===== src/rtl/ntt_bf_sequencer_pkg.sv =====
// Shared types and constants for the NTT butterfly issue sequencer.
package ntt_bf_sequencer_pkg;

  localparam int NTT_N      = 256;
  localparam int NTT_LAYERS = 7;
  localparam int NTT_BFLY   = NTT_N / 2;

  typedef logic [7:0] ntt_addr_t;
  typedef logic [6:0] zeta_idx_t;
  typedef logic [6:0] bf_idx_t;
  typedef logic [2:0] layer_t;

  localparam logic [3:0] PE_CTRL_NTT  = 4'b0000;
  localparam logic [3:0] PE_CTRL_INTT = 4'b0001;

  typedef enum logic [1:0] {
    ST_IDLE,
    ST_ISSUE,
    ST_DRAIN,
    ST_DONE
  } seq_state_e;

  // log2 of the butterfly span for a layer: CT walks 128 down to 2, GS walks 2 up to 128.
  function automatic logic [2:0] layer_log2len(input layer_t layer, input logic inverse);
    return inverse ? (layer + 3'd1) : (3'd7 - layer);
  endfunction

endpackage


===== src/rtl/ntt_bf_sequencer_addr_gen.sv =====
// Combinational butterfly address and twiddle index generator.
// Maps (butterfly, layer, direction) to the pair of in-place RAM indices and the ROM index.
module ntt_addr_gen
  import ntt_bf_sequencer_pkg::*;
(
  input  bf_idx_t   bf_i,
  input  layer_t    layer_i,
  input  logic      mode_i,
  output ntt_addr_t addr0_o,
  output ntt_addr_t addr1_o,
  output zeta_idx_t zeta_idx_o
);

  logic [2:0] s;
  logic [3:0] s_p1;
  logic [7:0] len;
  logic [6:0] grp;
  logic [6:0] g;
  logic [7:0] j;
  logic [6:0] zeta;

  // Group index selects the twiddle; low bits of bf select the position inside the group.
  // The INTT twiddle 2g-1-grp is computed mod 128, which is exact because it never exceeds 127.
  always_comb begin
    s    = layer_log2len(layer_i, mode_i);
    s_p1 = {1'b0, s} + 4'd1;
    len  = 8'd1 << s;
    grp  = bf_i >> s;
    g    = 7'(8'd128 >> s);
    j    = ({1'b0, grp} << s_p1) | ({1'b0, bf_i} & (len - 8'd1));
    zeta = mode_i ? ((g << 1) - 7'd1 - grp) : (g + grp);
  end

  assign addr0_o    = j;
  assign addr1_o    = j + len;
  assign zeta_idx_o = zeta;

endmodule


===== src/rtl/ntt_bf_sequencer.sv =====
// Issue stage for the butterfly PE: walks one NTT/INTT pass over a 256-entry in-place RAM,
// aligns PE valid/ctrl with RAM read data and write-back addresses with PE outputs,
// and drains the PE between layers so no layer reads a word still in flight.
module ntt_bf_sequencer
  import ntt_bf_sequencer_pkg::*;
#(
  parameter int PE_LAT  = 5,
  parameter int MEM_LAT = 1
) (
  input  logic       clk,
  input  logic       rst,
  input  logic       start_i,
  input  logic       mode_i,
  input  logic       stall_i,
  output logic       busy_o,
  output logic       done_o,
  output logic       rd_en_o,
  output ntt_addr_t  rd_addr0_o,
  output ntt_addr_t  rd_addr1_o,
  output zeta_idx_t  zeta_idx_o,
  output logic       pe_valid_o,
  output logic [3:0] pe_ctrl_o,
  output logic       wr_en_o,
  output ntt_addr_t  wr_addr0_o,
  output ntt_addr_t  wr_addr1_o
);

  localparam int DLY   = MEM_LAT + PE_LAT;
  localparam int CNT_W = (DLY > 2) ? $clog2(DLY) : 1;
  localparam logic [CNT_W-1:0] DRAIN_LAST = CNT_W'(DLY - 1);

  seq_state_e       state_q;
  bf_idx_t          bf_q;
  layer_t           layer_q;
  logic [CNT_W-1:0] drain_q;
  logic             mode_q;

  ntt_addr_t        gen_addr0;
  ntt_addr_t        gen_addr1;
  zeta_idx_t        gen_zeta;

  logic             rd_en_d;
  ntt_addr_t        rd_addr0_d;
  ntt_addr_t        rd_addr1_d;
  zeta_idx_t        zeta_idx_d;
  logic [3:0]       pe_ctrl_d;

  logic [DLY-1:0]   en_pipe_q;
  ntt_addr_t        a0_pipe_q   [DLY];
  ntt_addr_t        a1_pipe_q   [DLY];
  logic [3:0]       ctrl_pipe_q [MEM_LAT];

  ntt_addr_gen u_addr_gen (
    .bf_i       (bf_q),
    .layer_i    (layer_q),
    .mode_i     (mode_q),
    .addr0_o    (gen_addr0),
    .addr1_o    (gen_addr1),
    .zeta_idx_o (gen_zeta)
  );

  // A butterfly issues in any ISSUE cycle the RAM port is free; idle outputs are forced to zero.
  always_comb begin
    rd_en_d    = (state_q == ST_ISSUE) && !stall_i;
    rd_addr0_d = rd_en_d ? gen_addr0 : '0;
    rd_addr1_d = rd_en_d ? gen_addr1 : '0;
    zeta_idx_d = rd_en_d ? gen_zeta  : '0;
    pe_ctrl_d  = '0;
    if (rd_en_d) begin
      pe_ctrl_d = mode_q ? PE_CTRL_INTT : PE_CTRL_NTT;
    end
  end

  // Pass sequencing: issue 128 butterflies, drain the PE, repeat for 7 layers, pulse done.
  always_ff @(posedge clk or negedge rst) begin
    if (!rst) begin
      state_q <= ST_IDLE;
      bf_q    <= '0;
      layer_q <= '0;
      drain_q <= '0;
      mode_q  <= 1'b0;
    end else begin
      case (state_q)
        ST_IDLE: begin
          if (start_i) begin
            state_q <= ST_ISSUE;
            mode_q  <= mode_i;
            bf_q    <= '0;
            layer_q <= '0;
            drain_q <= '0;
          end
        end
        ST_ISSUE: begin
          if (rd_en_d) begin
            bf_q <= bf_q + 7'd1;
            if (bf_q == bf_idx_t'(NTT_BFLY - 1)) begin
              state_q <= ST_DRAIN;
            end
          end
        end
        ST_DRAIN: begin
          if (drain_q == DRAIN_LAST) begin
            drain_q <= '0;
            if (layer_q == layer_t'(NTT_LAYERS - 1)) begin
              state_q <= ST_DONE;
            end else begin
              layer_q <= layer_q + 3'd1;
              state_q <= ST_ISSUE;
            end
          end else begin
            drain_q <= drain_q + 1'b1;
          end
        end
        ST_DONE: begin
          state_q <= ST_IDLE;
          layer_q <= '0;
        end
        default: state_q <= ST_IDLE;
      endcase
    end
  end

  // Delay lines: MEM_LAT taps feed the PE, DLY taps feed write-back; they shift through stalls.
  always_ff @(posedge clk or negedge rst) begin
    if (!rst) begin
      en_pipe_q <= '0;
      for (int i = 0; i < DLY; i++) begin
        a0_pipe_q[i] <= '0;
        a1_pipe_q[i] <= '0;
      end
      for (int i = 0; i < MEM_LAT; i++) begin
        ctrl_pipe_q[i] <= '0;
      end
    end else begin
      en_pipe_q    <= {en_pipe_q[DLY-2:0], rd_en_d};
      a0_pipe_q[0] <= rd_addr0_d;
      a1_pipe_q[0] <= rd_addr1_d;
      for (int i = 1; i < DLY; i++) begin
        a0_pipe_q[i] <= a0_pipe_q[i-1];
        a1_pipe_q[i] <= a1_pipe_q[i-1];
      end
      ctrl_pipe_q[0] <= pe_ctrl_d;
      for (int i = 1; i < MEM_LAT; i++) begin
        ctrl_pipe_q[i] <= ctrl_pipe_q[i-1];
      end
    end
  end

  assign busy_o     = (state_q != ST_IDLE);
  assign done_o     = (state_q == ST_DONE);
  assign rd_en_o    = rd_en_d;
  assign rd_addr0_o = rd_addr0_d;
  assign rd_addr1_o = rd_addr1_d;
  assign zeta_idx_o = zeta_idx_d;
  assign pe_valid_o = en_pipe_q[MEM_LAT-1];
  assign pe_ctrl_o  = ctrl_pipe_q[MEM_LAT-1];
  assign wr_en_o    = en_pipe_q[DLY-1];
  assign wr_addr0_o = a0_pipe_q[DLY-1];
  assign wr_addr1_o = a1_pipe_q[DLY-1];

endmodule


===== config.mk =====
export PLATFORM = sky130hd
export DESIGN_NAME = ntt_bf_sequencer
export DESIGN_NICKNAME = d
export VERILOG_FILES = /design/src/rtl/ntt_bf_sequencer_pkg.sv /design/src/rtl/ntt_bf_sequencer_addr_gen.sv /design/src/rtl/ntt_bf_sequencer.sv
export SDC_FILE = /design/constraint.sdc
export NUM_CORES = 1
export LEC_CHECK = 0
export BUFFER_PORTS_ARGS = -buffer_cell sky130_fd_sc_hd__buf_4
export CAP_MARGIN = 10
export CORE_MARGIN = 3
export CORE_UTILIZATION = 51
export CTS_CLUSTER_DIAMETER = 60
export CTS_CLUSTER_SIZE = 14
export DETAILED_ROUTE_END_ITERATION = 10
export PLACE_DENSITY = 0.81
export SETUP_SLACK_MARGIN = 0.02
export SLEW_MARGIN = 10
export SYNTH_ARGS = -nofsm -noshare
export SYNTH_HDL_FRONTEND = slang
export SYNTH_HIERARCHICAL = 1
export SYNTH_SLANG_ARGS = --single-unit

===== constraint.sdc =====
create_clock -name clk -period 4.1 [get_ports clk]
set_clock_uncertainty 0.05 [all_clocks]
set_input_delay 0.615 -clock clk [delete_from_list [all_inputs] [get_ports clk]]
set_output_delay 0.615 -clock clk [all_outputs]
set_load 0.1 [all_outputs]

==> flow_metrics.tcl <==
set metrics [dict create \
    violations "negative setup slack" \
    fin_area_um2 7570 \
    initialDrtViolationCount 287 \
    grtUsageTotal 0.230 \
    avgSynthCellArea_um2 11.6 \
    cts_buffers 17 \
    ys_ff_latch 119 \
    dp.cells 683 \
    ys_warn_count 6 \
    hpwl_um 8230 \
    endpoint_kind "output pin" \
    worst_ep_required_time_ns 3.43 \
    synth_ff_type "dfrtp_1" \
    clk_pin_slew_ns 0.07 \
    drv_cap 0 \
    antenna_found_initial 0 \
    cts-htree-levels 4 \
    dr.pass1.iters 5 \
    via_count 3946 \
    synth_top_family_by_area "simple AND/OR/NAND/NOR gates" \
    p_per_area_nw_per_um2 931 \
    worstSetupPathType "register to output pin" \
    yosysSeqAreaShare 0.549 \
    vdd_drop_max_uv 541 \
    rows 37 \
    netlist_area_um2 5430 \
    synth.distinct_cells 70 \
    die_area_um2 11900 \
    muxShareOfSynthArea 0.0528 \
    drive_above_1_share 0.405 \
    start_util 0.526 \
    path_max_fanout 6 \
    status "complete, but fails checks" \
    fin_ws_ns -0.818 \
    grt_pass1_wl_um 20600 \
    pin_count 53 \
    yosys.area.top_type "dfrtp_1" \
    grt_pass1_vias 4065 \
    synth-async-reset-ratio 1.00 \
    cp-start-kind "register" \
    routed_via_density 5.36 \
    timing.slew.headroom 0.394 \
    setup_viol_count_final 13 \
    rsz0062_at_grt "true" \
    fmax_mhz 203 \
    routed_wl_um 12900 \
    synth.top_cell.area_share 0.549 \
    cts_tree "done" \
    maxSlewViolCount 0 \
    io_buffers 49 \
    die_x_um 109 \
    synthToLayoutAreaGrowth_pct 39.4 \
    postSynthCellCount 468 \
    fillCellCount 657 \
    routabilityCongestion 0.851 \
    whs_ns 0.121 \
    antenna_left 0 \
    overflow 0 \
    antennaDiodeCount 0 \
    synth_fa_ha_area_frac 0.0733 \
    coreArea_um2 10300 \
    final_net_count 622 \
    cp.arrival_ns 4.25 \
    tightest_slew_ns 0.909 \
    finalHoldViolCount 0 \
    cts.sinks 119 \
    place_ws_ns -0.257 \
    dieHeight_um 109 \
    yosysMostFrequentCell "dfrtp_1" \
    leakage_nw 3.73 \
    synth-simple-area-share 0.112 \
    synthXorXnorAreaFrac 0.0443 \
    cts_buffer_depth 2 \
    yosys-top-cells-count "dfrtp_1 (119), nand2_1 (34), ha_1 (27)" \
    root_buffer "clkbuf_8" \
    layout_min_cycle_time_ns 4.92 \
    final_cell_count_no_fill 736 \
    drc_errors 0 \
    setup_tns_ns -5.74 \
    finalCritPeriodShare 1.20 \
    wl_per_cell_um 17.5 \
    hp-class "primary input to async pin" \
    grt_start_max_net_pins 120 \
    synth_compound_area_frac 0.107 \
    placed_cell_area_um2 6360 \
    ys_top_cells_by_area "dfrtp_1 (55%), ha_1 (6.2%), mux2i_1 (3.5%)" \
    worstSkewPairLatency_ns 0.51 \
    synth-edff-count 0 \
]
-- state kept, by name, indices dropped and copies added (netlist names) --
name	flops
a1_pipe_q	40
mode_q	1
state_q	2
bf_q	7
a0_pipe_q	40
pe_ctrl_o	1
wr_addr0_o	8
wr_addr1_o	8
en_pipe_q	6
layer_q	3
drain_q	3
-- path summary, 6_finish.rpt --
kind                                            to                     from  cells past startpoint  slack [ns]
setup / recovery                     rd_addr1_o[7]   layer_q[0]$_DFFE_PN0P_                     17       -0.82
hold / removal             wr_addr0_o[7]$_DFF_PN0_                      rst                      2        0.12
setup reg to reg           a1_pipe_q[47]$_DFF_PN0_   layer_q[0]$_DFFE_PN0P_                     17        0.24
hold reg to reg            a1_pipe_q[37]$_DFF_PN0_  a1_pipe_q[45]$_DFF_PN0_                      0        0.29
max in group asynchronous   layer_q[1]$_DFFE_PN0P_                      rst                      2        3.39
min in group clk                mode_q$_DFFE_PN0P_                   mode_i                      2        0.29
-- through the flow --
stage / total power, mW / util
2_1_floorplan: 4.02 / -
3_3_place_gp: 4.92 / 0.616
3_5_place_dp: 5.00 / 0.616
4_1_cts: 6.84 / 0.720
5_1_grt: 7.42 / 0.733
6_report: 7.04 / 0.733
-- area by class of cell --
cell class                 instances  area (um2)  share of cell area
clock buffer                      18         428              0.0565
inverter                          27         101              0.0134
sequential                       119        2980               0.394
tap                              136         170              0.0225
clock inverter                    14         165              0.0218
multi-input combinational        286        2450               0.324
timing repair buffer             136        1270               0.168
-- per-layer routing --
layer / part of all wire / track usage / wire length (um) / vias to the layer above
met5: 0 / 0 / 0 / -
li1: - / - / - / 1829
met1: 0.41 / 0.268 / 5270 / 1958
met3: 0.045 / 0.0586 / 577 / 25
met4: 0.017 / 0.0848 / 223 / 0
met2: 0.53 / 0.408 / 6820 / 134
-- cell families (layout without fill, tap and decap cells) --
| logic type | Yosys count | after routing |
|---|---|---|
| AND/OR/NAND/NOR | 121 | 121 |
| flip-flops | 119 | 119 |
| XOR/XNOR | 25 | 25 |
| adder cells (fa/ha/maj) | 30 | 30 |
| buffers and inverters | 65 | 195 |
| other | 1 | 3 |
| AO/OA/AOI/OAI | 80 | 80 |
| multiplexers | 27 | 27 |
-- placed cells by master (no fill, tap or decap), types with 5 or more instances in the layout --
cell type	n
inv_1	23
buf_12	15
nand2_1	33
buf_6	15
o21ai_0	6
inv_6	6
mux2_2	6
nor2_1	20
buf_4	105
o21ai_1	6
and2_1	15
xnor2_1	12
clkbuf_16	16
dfrtp_1	117
mux2i_1	13
a21oi_1	9
xor2_1	9
nand3_1	6
and2_4	7
nor3_1	6
ha_1	22
nand2b_1	5
-- critical path, cell delays in order, from the launching register on --
cell and delay, ns:
dfrtp_2 0.44, buf_6 0.14, ha_4 0.15, nand2b_4 0.15
xnor2_4 0.25, buf_6 0.16, nand2_1 0.08, ha_1 0.34
o22ai_2 0.18, ha_1 0.27, a21o_1 0.20, a21oi_2 0.18
nor2b_2 0.07, o21a_1 0.21, o41ai_2 0.30, xnor3_1 0.28
and2_4 0.17, buf_12 0.16
-- power breakdown --
group / switching [mW] / leakage [nW] / total (mW) / internal (mW)
sequential: 0.121 / 1.64 / 1.52 / 1.40
clock: 0.579 / 0.286 / 1.48 / 0.899
combinational: 2.32 / 1.81 / 4.05 / 1.72
total: 3.02 / 3.73 / 7.04 / 4.02
-- timing repair --
action                     4_1_cts  5_1_grt
hold buffers                     0        0
gates resized for setup         79       31
setup endpoints to repair       13       17
pin swaps                       19       14
setup buffers                   22        9
(Power assumes the default switching activity.)
